[config.mk]
export PLATFORM = sky130hd
export DESIGN_NAME = apb_master_arb_flat
export DESIGN_NICKNAME = d
export VERILOG_FILES = /design/src/rtl/apb_master_arb_if.sv /design/src/rtl/apb_master_arb.sv /design/src/flat_wrapper.sv
export SDC_FILE = /design/constraint.sdc
export NUM_CORES = 1
export LEC_CHECK = 0
export ABC_AREA = 1
export BUFFER_PORTS_ARGS = -buffer_cell sky130_fd_sc_hd__clkbuf_2
export CAP_MARGIN = 10
export CORE_MARGIN = 2
export CORE_UTILIZATION = 42
export DETAILED_ROUTE_END_ITERATION = 10
export PLACE_DENSITY = 0.77
export SLEW_MARGIN = 15
export SYNTH_ARGS = -nofsm -noshare
export SYNTH_HDL_FRONTEND = slang
export SYNTH_SLANG_ARGS = --single-unit
[constraint.sdc]
create_clock -name pclock -period 2.1 [get_ports pclock]
set_clock_uncertainty 0.1 [all_clocks]
set_input_delay 0.105 -clock pclock [delete_from_list [all_inputs] [get_ports pclock]]
set_output_delay 0.105 -clock pclock [all_outputs]
set_load 0.01 [all_outputs]
[src/rtl/apb_master_arb_if.sv]
`default_nettype none
// ============================================================================
// Module      : apb_master_arb_if
// Description : APB bus bundle between the arbitrating master and a slave.
// Revision    : 1.0
// ============================================================================
interface apb_master_arb_if #(
    parameter int PADDR_WIDTH  = 32,
    parameter int PWDATA_WIDTH = 8,
    parameter int PRDATA_WIDTH = PWDATA_WIDTH
);
    logic [PADDR_WIDTH-1:0]  paddr;
    logic                    prwd;
    logic [PWDATA_WIDTH-1:0] pwdata;
    logic                    penable;
    logic [15:0]             psel;
    logic [PRDATA_WIDTH-1:0] prdata;
    logic                    pready;
    logic                    pslverr;

    modport master (
        output paddr, prwd, pwdata, penable, psel,
        input  prdata, pready, pslverr
    );

    modport slave (
        input  paddr, prwd, pwdata, penable, psel,
        output prdata, pready, pslverr
    );
endinterface
`default_nettype wire

[src/rtl/apb_master_arb.sv]
`default_nettype none
// ============================================================================
// Module      : apb_master_arb
// Description : Round-robin arbiter driving a single APB master with timeout.
// Revision    : 1.0
// ============================================================================
module apb_master_arb #(
    parameter int PADDR_WIDTH  = 32,
    parameter int PWDATA_WIDTH = 8,
    parameter int PRDATA_WIDTH = PWDATA_WIDTH,
    parameter int NUM_REQ      = 4,
    parameter int TIMEOUT      = 16
) (
    input  wire logic                            pclock,
    input  wire logic                            preset,
    input  wire logic [NUM_REQ-1:0]              req_valid,
    input  wire logic [NUM_REQ-1:0]              req_write,
    input  wire logic [NUM_REQ*PADDR_WIDTH-1:0]  req_addr,
    input  wire logic [NUM_REQ*PWDATA_WIDTH-1:0] req_wdata,
    output logic      [NUM_REQ-1:0]              req_done,
    output logic      [PRDATA_WIDTH-1:0]         rsp_rdata,
    output logic                                 rsp_err,
    apb_master_arb_if.master                     apb
);
    localparam int c_PTR_W = (NUM_REQ > 1) ? $clog2(NUM_REQ) : 1;

    typedef enum logic [1:0] {
        S_IDLE   = 2'd0,
        S_SETUP  = 2'd1,
        S_ACCESS = 2'd2
    } state_t;

    state_t                    r_state;
    state_t                    w_state_nx;
    logic [c_PTR_W-1:0]        r_ptr;
    logic [c_PTR_W-1:0]        r_winner;
    logic [7:0]                r_cnt;
    logic [7:0]                w_cnt_inc;
    logic [NUM_REQ-1:0]        w_req;
    logic                      w_any;
    logic [c_PTR_W-1:0]        w_win;
    logic [c_PTR_W:0]          w_sum;
    logic [c_PTR_W-1:0]        w_cand;
    logic [PADDR_WIDTH-1:0]    w_addr;
    logic [PWDATA_WIDTH-1:0]   w_wdata;
    logic                      w_write;
    logic                      w_complete;
    logic                      w_abort;
    logic [c_PTR_W-1:0]        w_ptr_nx;
    logic [NUM_REQ-1:0]        w_done_vec;

    // A requester whose done pulse is showing this cycle has already been served.
    assign w_req      = req_valid & ~req_done;
    assign w_cnt_inc  = r_cnt + 8'd1;
    assign w_ptr_nx   = (r_winner == c_PTR_W'(NUM_REQ - 1)) ? '0 : r_winner + 1'b1;
    assign w_done_vec = {{(NUM_REQ-1){1'b0}}, 1'b1} << r_winner;

    // Scan from the highest offset down so the nearest requester after r_ptr wins.
    always_comb begin
        w_any  = 1'b0;
        w_win  = '0;
        w_sum  = '0;
        w_cand = '0;
        for (int k = NUM_REQ - 1; k >= 0; k--) begin
            w_sum = {1'b0, r_ptr} + (c_PTR_W + 1)'(k);
            if (w_sum >= (c_PTR_W + 1)'(NUM_REQ)) begin
                w_sum = w_sum - (c_PTR_W + 1)'(NUM_REQ);
            end
            w_cand = w_sum[c_PTR_W-1:0];
            if (w_req[w_cand]) begin
                w_any = 1'b1;
                w_win = w_cand;
            end
        end
    end

    always_comb begin
        w_addr  = '0;
        w_wdata = '0;
        w_write = 1'b0;
        for (int i = 0; i < NUM_REQ; i++) begin
            if (w_win == c_PTR_W'(i)) begin
                w_addr  = req_addr[i*PADDR_WIDTH +: PADDR_WIDTH];
                w_wdata = req_wdata[i*PWDATA_WIDTH +: PWDATA_WIDTH];
                w_write = req_write[i];
            end
        end
    end

    always_comb begin
        w_state_nx = r_state;
        w_complete = 1'b0;
        w_abort    = 1'b0;
        case (r_state)
            S_IDLE: begin
                if (w_any) w_state_nx = S_SETUP;
            end
            S_SETUP: begin
                w_state_nx = S_ACCESS;
            end
            S_ACCESS: begin
                // pready wins over the timeout when both land in the same cycle.
                if (apb.pready) begin
                    w_complete = 1'b1;
                    w_state_nx = S_IDLE;
                end else if (w_cnt_inc == 8'(TIMEOUT)) begin
                    w_abort    = 1'b1;
                    w_state_nx = S_IDLE;
                end
            end
            default: w_state_nx = S_IDLE;
        endcase
    end

    always_ff @(posedge pclock or negedge preset) begin
        if (!preset) r_state <= S_IDLE;
        else         r_state <= w_state_nx;
    end

    always_ff @(posedge pclock or negedge preset) begin
        if (!preset) begin
            apb.paddr   <= '0;
            apb.prwd    <= 1'b0;
            apb.pwdata  <= '0;
            apb.penable <= 1'b0;
            apb.psel    <= '0;
            req_done    <= '0;
            rsp_rdata   <= '0;
            rsp_err     <= 1'b0;
            r_ptr       <= '0;
            r_winner    <= '0;
            r_cnt       <= '0;
        end else begin
            req_done <= '0;
            case (r_state)
                S_IDLE: begin
                    if (w_any) begin
                        r_winner   <= w_win;
                        apb.paddr  <= w_addr;
                        apb.prwd   <= w_write;
                        apb.pwdata <= w_wdata;
                        apb.psel   <= 16'h0001 << w_addr[PADDR_WIDTH-1 -: 4];
                    end
                end
                S_SETUP: begin
                    apb.penable <= 1'b1;
                    r_cnt       <= '0;
                end
                S_ACCESS: begin
                    if (w_complete || w_abort) begin
                        req_done    <= w_done_vec;
                        apb.psel    <= '0;
                        apb.penable <= 1'b0;
                        r_ptr       <= w_ptr_nx;
                    end
                    if (w_complete) begin
                        rsp_err <= apb.pslverr;
                        if (!apb.prwd) rsp_rdata <= apb.prdata;
                    end else if (w_abort) begin
                        rsp_err   <= 1'b1;
                        rsp_rdata <= '0;
                    end else begin
                        r_cnt <= w_cnt_inc;
                    end
                end
                default: ;
            endcase
        end
    end
endmodule
`default_nettype wire

[src/flat_wrapper.sv]
// flat-port wrapper written by rule: the top's interface ports become plain ports
module apb_master_arb_flat 
#(
    parameter int PADDR_WIDTH  = 32,
    parameter int PWDATA_WIDTH = 8,
    parameter int PRDATA_WIDTH = PWDATA_WIDTH,
    parameter int NUM_REQ      = 4,
    parameter int TIMEOUT      = 16
)
  (pclock, preset, req_valid, req_write, req_addr, req_wdata, req_done, rsp_rdata, rsp_err, apb_paddr, apb_prwd, apb_pwdata, apb_penable, apb_psel, apb_prdata, apb_pready, apb_pslverr);
  apb_master_arb_if #(.PADDR_WIDTH(PADDR_WIDTH), .PWDATA_WIDTH(PWDATA_WIDTH), .PRDATA_WIDTH(PRDATA_WIDTH)) apb_i ();
  input  wire logic pclock;
  input  wire logic preset;
  input  wire logic [NUM_REQ-1:0] req_valid;
  input  wire logic [NUM_REQ-1:0] req_write;
  input  wire logic [NUM_REQ*PADDR_WIDTH-1:0] req_addr;
  input  wire logic [NUM_REQ*PWDATA_WIDTH-1:0] req_wdata;
  output logic      [NUM_REQ-1:0] req_done;
  output logic      [PRDATA_WIDTH-1:0] rsp_rdata;
  output logic rsp_err;
  output wire logic [$bits(apb_i.paddr)-1:0] apb_paddr;
  output wire logic [$bits(apb_i.prwd)-1:0] apb_prwd;
  output wire logic [$bits(apb_i.pwdata)-1:0] apb_pwdata;
  output wire logic [$bits(apb_i.penable)-1:0] apb_penable;
  output wire logic [$bits(apb_i.psel)-1:0] apb_psel;
  input wire logic [$bits(apb_i.prdata)-1:0] apb_prdata;
  input wire logic [$bits(apb_i.pready)-1:0] apb_pready;
  input wire logic [$bits(apb_i.pslverr)-1:0] apb_pslverr;
  assign apb_paddr = apb_i.paddr;
  assign apb_prwd = apb_i.prwd;
  assign apb_pwdata = apb_i.pwdata;
  assign apb_penable = apb_i.penable;
  assign apb_psel = apb_i.psel;
  assign apb_i.prdata = apb_prdata;
  assign apb_i.pready = apb_pready;
  assign apb_i.pslverr = apb_pslverr;
  apb_master_arb #(.PADDR_WIDTH(PADDR_WIDTH), .PWDATA_WIDTH(PWDATA_WIDTH), .PRDATA_WIDTH(PRDATA_WIDTH), .NUM_REQ(NUM_REQ), .TIMEOUT(TIMEOUT)) u_core (.pclock(pclock), .preset(preset), .req_valid(req_valid), .req_write(req_write), .req_addr(req_addr), .req_wdata(req_wdata), .req_done(req_done), .rsp_rdata(rsp_rdata), .rsp_err(rsp_err), .apb(apb_i));
endmodule
==> reports/qor.csv <==
metric;value;unit
ctsLongestPathBuffers;2;
dieArea;13000;um^2
rsz0062_at_grt;true;
fin_crit_sh;1.13;
clock-root-buffer;clkbuf_16;
rows;40;
crit_path_end_kind;flip-flop;
die_y;114;um
synth.yosys.seq_area_share;0.418;
reg2reg_to;u_core.apb.pwdata[0]$_DFFE_PN0P_;
cts_tree;yes;
grt_pass1_vias;6521;
required;2220;ps
synth_fp_nets;864;
routabilityCongestion;0.820;
via_count;6600;
fmax;422;MHz
crit_type;reg -> reg;
setup_viol;66;
ys_warn_count;0;
drtAntennaViolNets;0;
core;11900;um^2
hold_path_class;in -> reg;
synth_area_leader_cell;dfrtp_1;
peakVddDrop;1.10;mV
syn_avg_cell_area;7.55;um^2
r2r_setup_slack;-270;ps
post_dp_cell_area;6810;um^2
worst_slack;-269;ps
dpl.hpwl;12400;um
drv_cap;0;
worst_pin_slew;596;ps
hp-start;req_addr[72];
worst-path-max-fanout;15;
power;0.0190;W
htree_levels;3;
avgViaCountPerCell;5.44;
clk_pin_slew;70;ps
layout-drive-gt1-share;0.471;
cts_buffers;9;
synth-edff-count;0;
syn_area;5090;um^2
final_area;8900;um^2
finalHoldViolations;1;
crit_arrival;2490;ps
fp.dieW;114;um
syn2layout_area_growth;74.8;%
p_leak;4.51;nW
violations;hold timing, setup timing;
synth-main-ff-cell;dfrtp_1;
io_pins;251;
grt_first_pass_wirelength;30900;um
grt_overflow_total;0;
wire_per_inst;17.4;um
nFillCells;810;
wirelength;21100;um
start_util;0.427;
synthCells;674;
status;finished, violations left;
dr.pass1.iters;7;
ys_seq_elements;85;
startpoint_type;flip-flop;
synthTopCellsByArea;dfrtp_1 (42%), nand3_1 (12%), nand2_1 (11%), a31oi_1 (4.3%), nor2_1 (3.9%);
worstHoldPathCells;3;
post-place-ws;-334;ps
drcViolationCount;0;
antenna_found_initial;0;
grt_usage;0.300;
period_minus_slack;2370;ps
synth_top_area_frac;0.418;
io_buffers;250;
async_reset_ff_frac;1.00;
power.density;2140;nW/um^2
slew_viol_final;0;
synth_cell_types;37;
drt_iter0_drc;498;
r2r-start;u_core.r_ptr[0]$_DFFE_PN0P_;
whs;-30.5;ps
grt_max_degree;46;
r2r_cells;18;
clkSinkCount;85;
final_nets;1250;
clock_latency;340;ps
slew_headroom;0.603;
hold_path_end;u_core.apb.paddr[8]$_DFFE_PN0P_;
worst max-delay path, stage by stage, from the launching register on:
cell      delay [ps]
dfrtp_2          450
clkinv_4         120
nand2_4          100
nand2_4           70
inv_2             60
nand2_2           70
nand2_4           90
inv_4             50
a21oi_4          150
nand2_4           90
nand2_8          100
buf_6            110
nor2_4            40
buf_4            130
buf_12           140
nand2_2           70
nand2_2           70
a21oi_4          130
a31oi_1          100
registers in the layout, indices dropped and copies added (netlist names), 2 cells and up:
register / count
u_core.apb.psel: 16
u_core.apb.paddr: 32
u_core.apb.pwdata: 8
u_core.r_state: 2
u_core.req_done: 4
u_core.rsp_rdata: 8
u_core.r_ptr: 2
u_core.r_winner: 2
u_core.r_cnt: 8
Yosys cell counts (all sizes together), types with 3 or more instances:
cell      n
clkbuf    6
o21ai    38
a21oi    37
nand2   164
nor2     57
xor2      3
buf      32
nand4    14
o21bai    6
dfrtp    85
a31oi    35
or2       4
ha       10
nand3   125
inv      51
worst max path at each step:
stage	startpoint	endpoint	slack [ps]	depth (start not counted)
floorplan	u_core.r_ptr[0]$_DFFE_PN0P_	u_core.apb.psel[0]$_DFFE_PN0P_	20	17
global placement	u_core.r_ptr[0]$_DFFE_PN0P_	u_core.apb.psel[7]$_DFFE_PN0P_	-230	14
detailed placement	u_core.r_ptr[0]$_DFFE_PN0P_	u_core.apb.psel[11]$_DFFE_PN0P_	-330	16
CTS	u_core.r_ptr[0]$_DFFE_PN0P_	u_core.apb.pwdata[0]$_DFFE_PN0P_	-200	17
global route	u_core.r_ptr[0]$_DFFE_PN0P_	u_core.apb.paddr[18]$_DFFE_PN0P_	-400	19
finish	u_core.r_ptr[0]$_DFFE_PN0P_	u_core.apb.pwdata[0]$_DFFE_PN0P_	-270	18
cells by family (layout without fill, tap and decap cells):
logic type      count (synthesis)  count (layout)  share of synthesized area
buf+inv                        89             480                     0.0804
flops                          85              85                      0.418
xor+xnor                        4               4                    0.00688
fa+ha+maj                      10              10                     0.0246
other cells                     0               1                          0
simple gates                  366             366                      0.335
compound gates                120             120                      0.135
power breakdown:
| group | leakage (nW) | internal [W] | total (W) | switching [W] |
|---|---|---|---|---|
| Combinational | 3.31 | 0.00625 | 0.0145 | 0.00825 |
| Clock | 0.147 | 0.000936 | 0.00164 | 0.000704 |
| Sequential | 1.05 | 0.00242 | 0.00289 | 0.000479 |
placed cells by master (no fill, tap or decap), types with 34 or more instances in the layout:
cell / count
clkbuf_2: 249
nand3_1: 108
nand2_1: 93
dfrtp_1: 82
dlygate4sd3_1: 78
buf_4: 58
nand2_2: 48
nor2_1: 47
inv_1: 44
a31oi_1: 34
per-layer routing:
metal | vias up | part of all wire | global-route usage
li1 | 3054 | - | -
met3 | 98 | 0.071 | 0.0625
met2 | 387 | 0.51 | 0.524
met4 | 0 | 0.050 | 0.159
met5 | - | 0 | 0
met1 | 3061 | 0.37 | 0.346
through the flow:
stage	utilization	std cells	TNS (ps)
final	0.747	1213	-11750
after detailed placement	0.571	1085	-13140
after CTS	0.708	1200	-7720
after global placement	0.571	1085	-8630
after global routing	0.747	1212	-22760
after floorplan	-	674	0
timing repair:
item,4_1_cts,5_1_grt
cloned,5,3
endpoints found under the hold margin,88,0
pin swaps,32,41
gates resized for setup,95,97
hold buffers,78,0
setup endpoints to repair,58,81
setup buffers,18,9
final cells by class:
| class | count | area, um^2 | area share |
|---|---|---|---|
| well taps | 147 | 184 | 0.0207 |
| clock buffers | 9 | 225 | 0.0253 |
| repair buffers | 413 | 2930 | 0.329 |
| multi-input cells | 500 | 3140 | 0.353 |
| flip-flops and latches | 85 | 2130 | 0.239 |
| diodes | 1 | 2.50 | 0.000281 |
| clock inverters | 7 | 81.3 | 0.00914 |
| inverters | 51 | 204 | 0.0229 |
No activity file was read; power rests on OpenSTA's default activity.
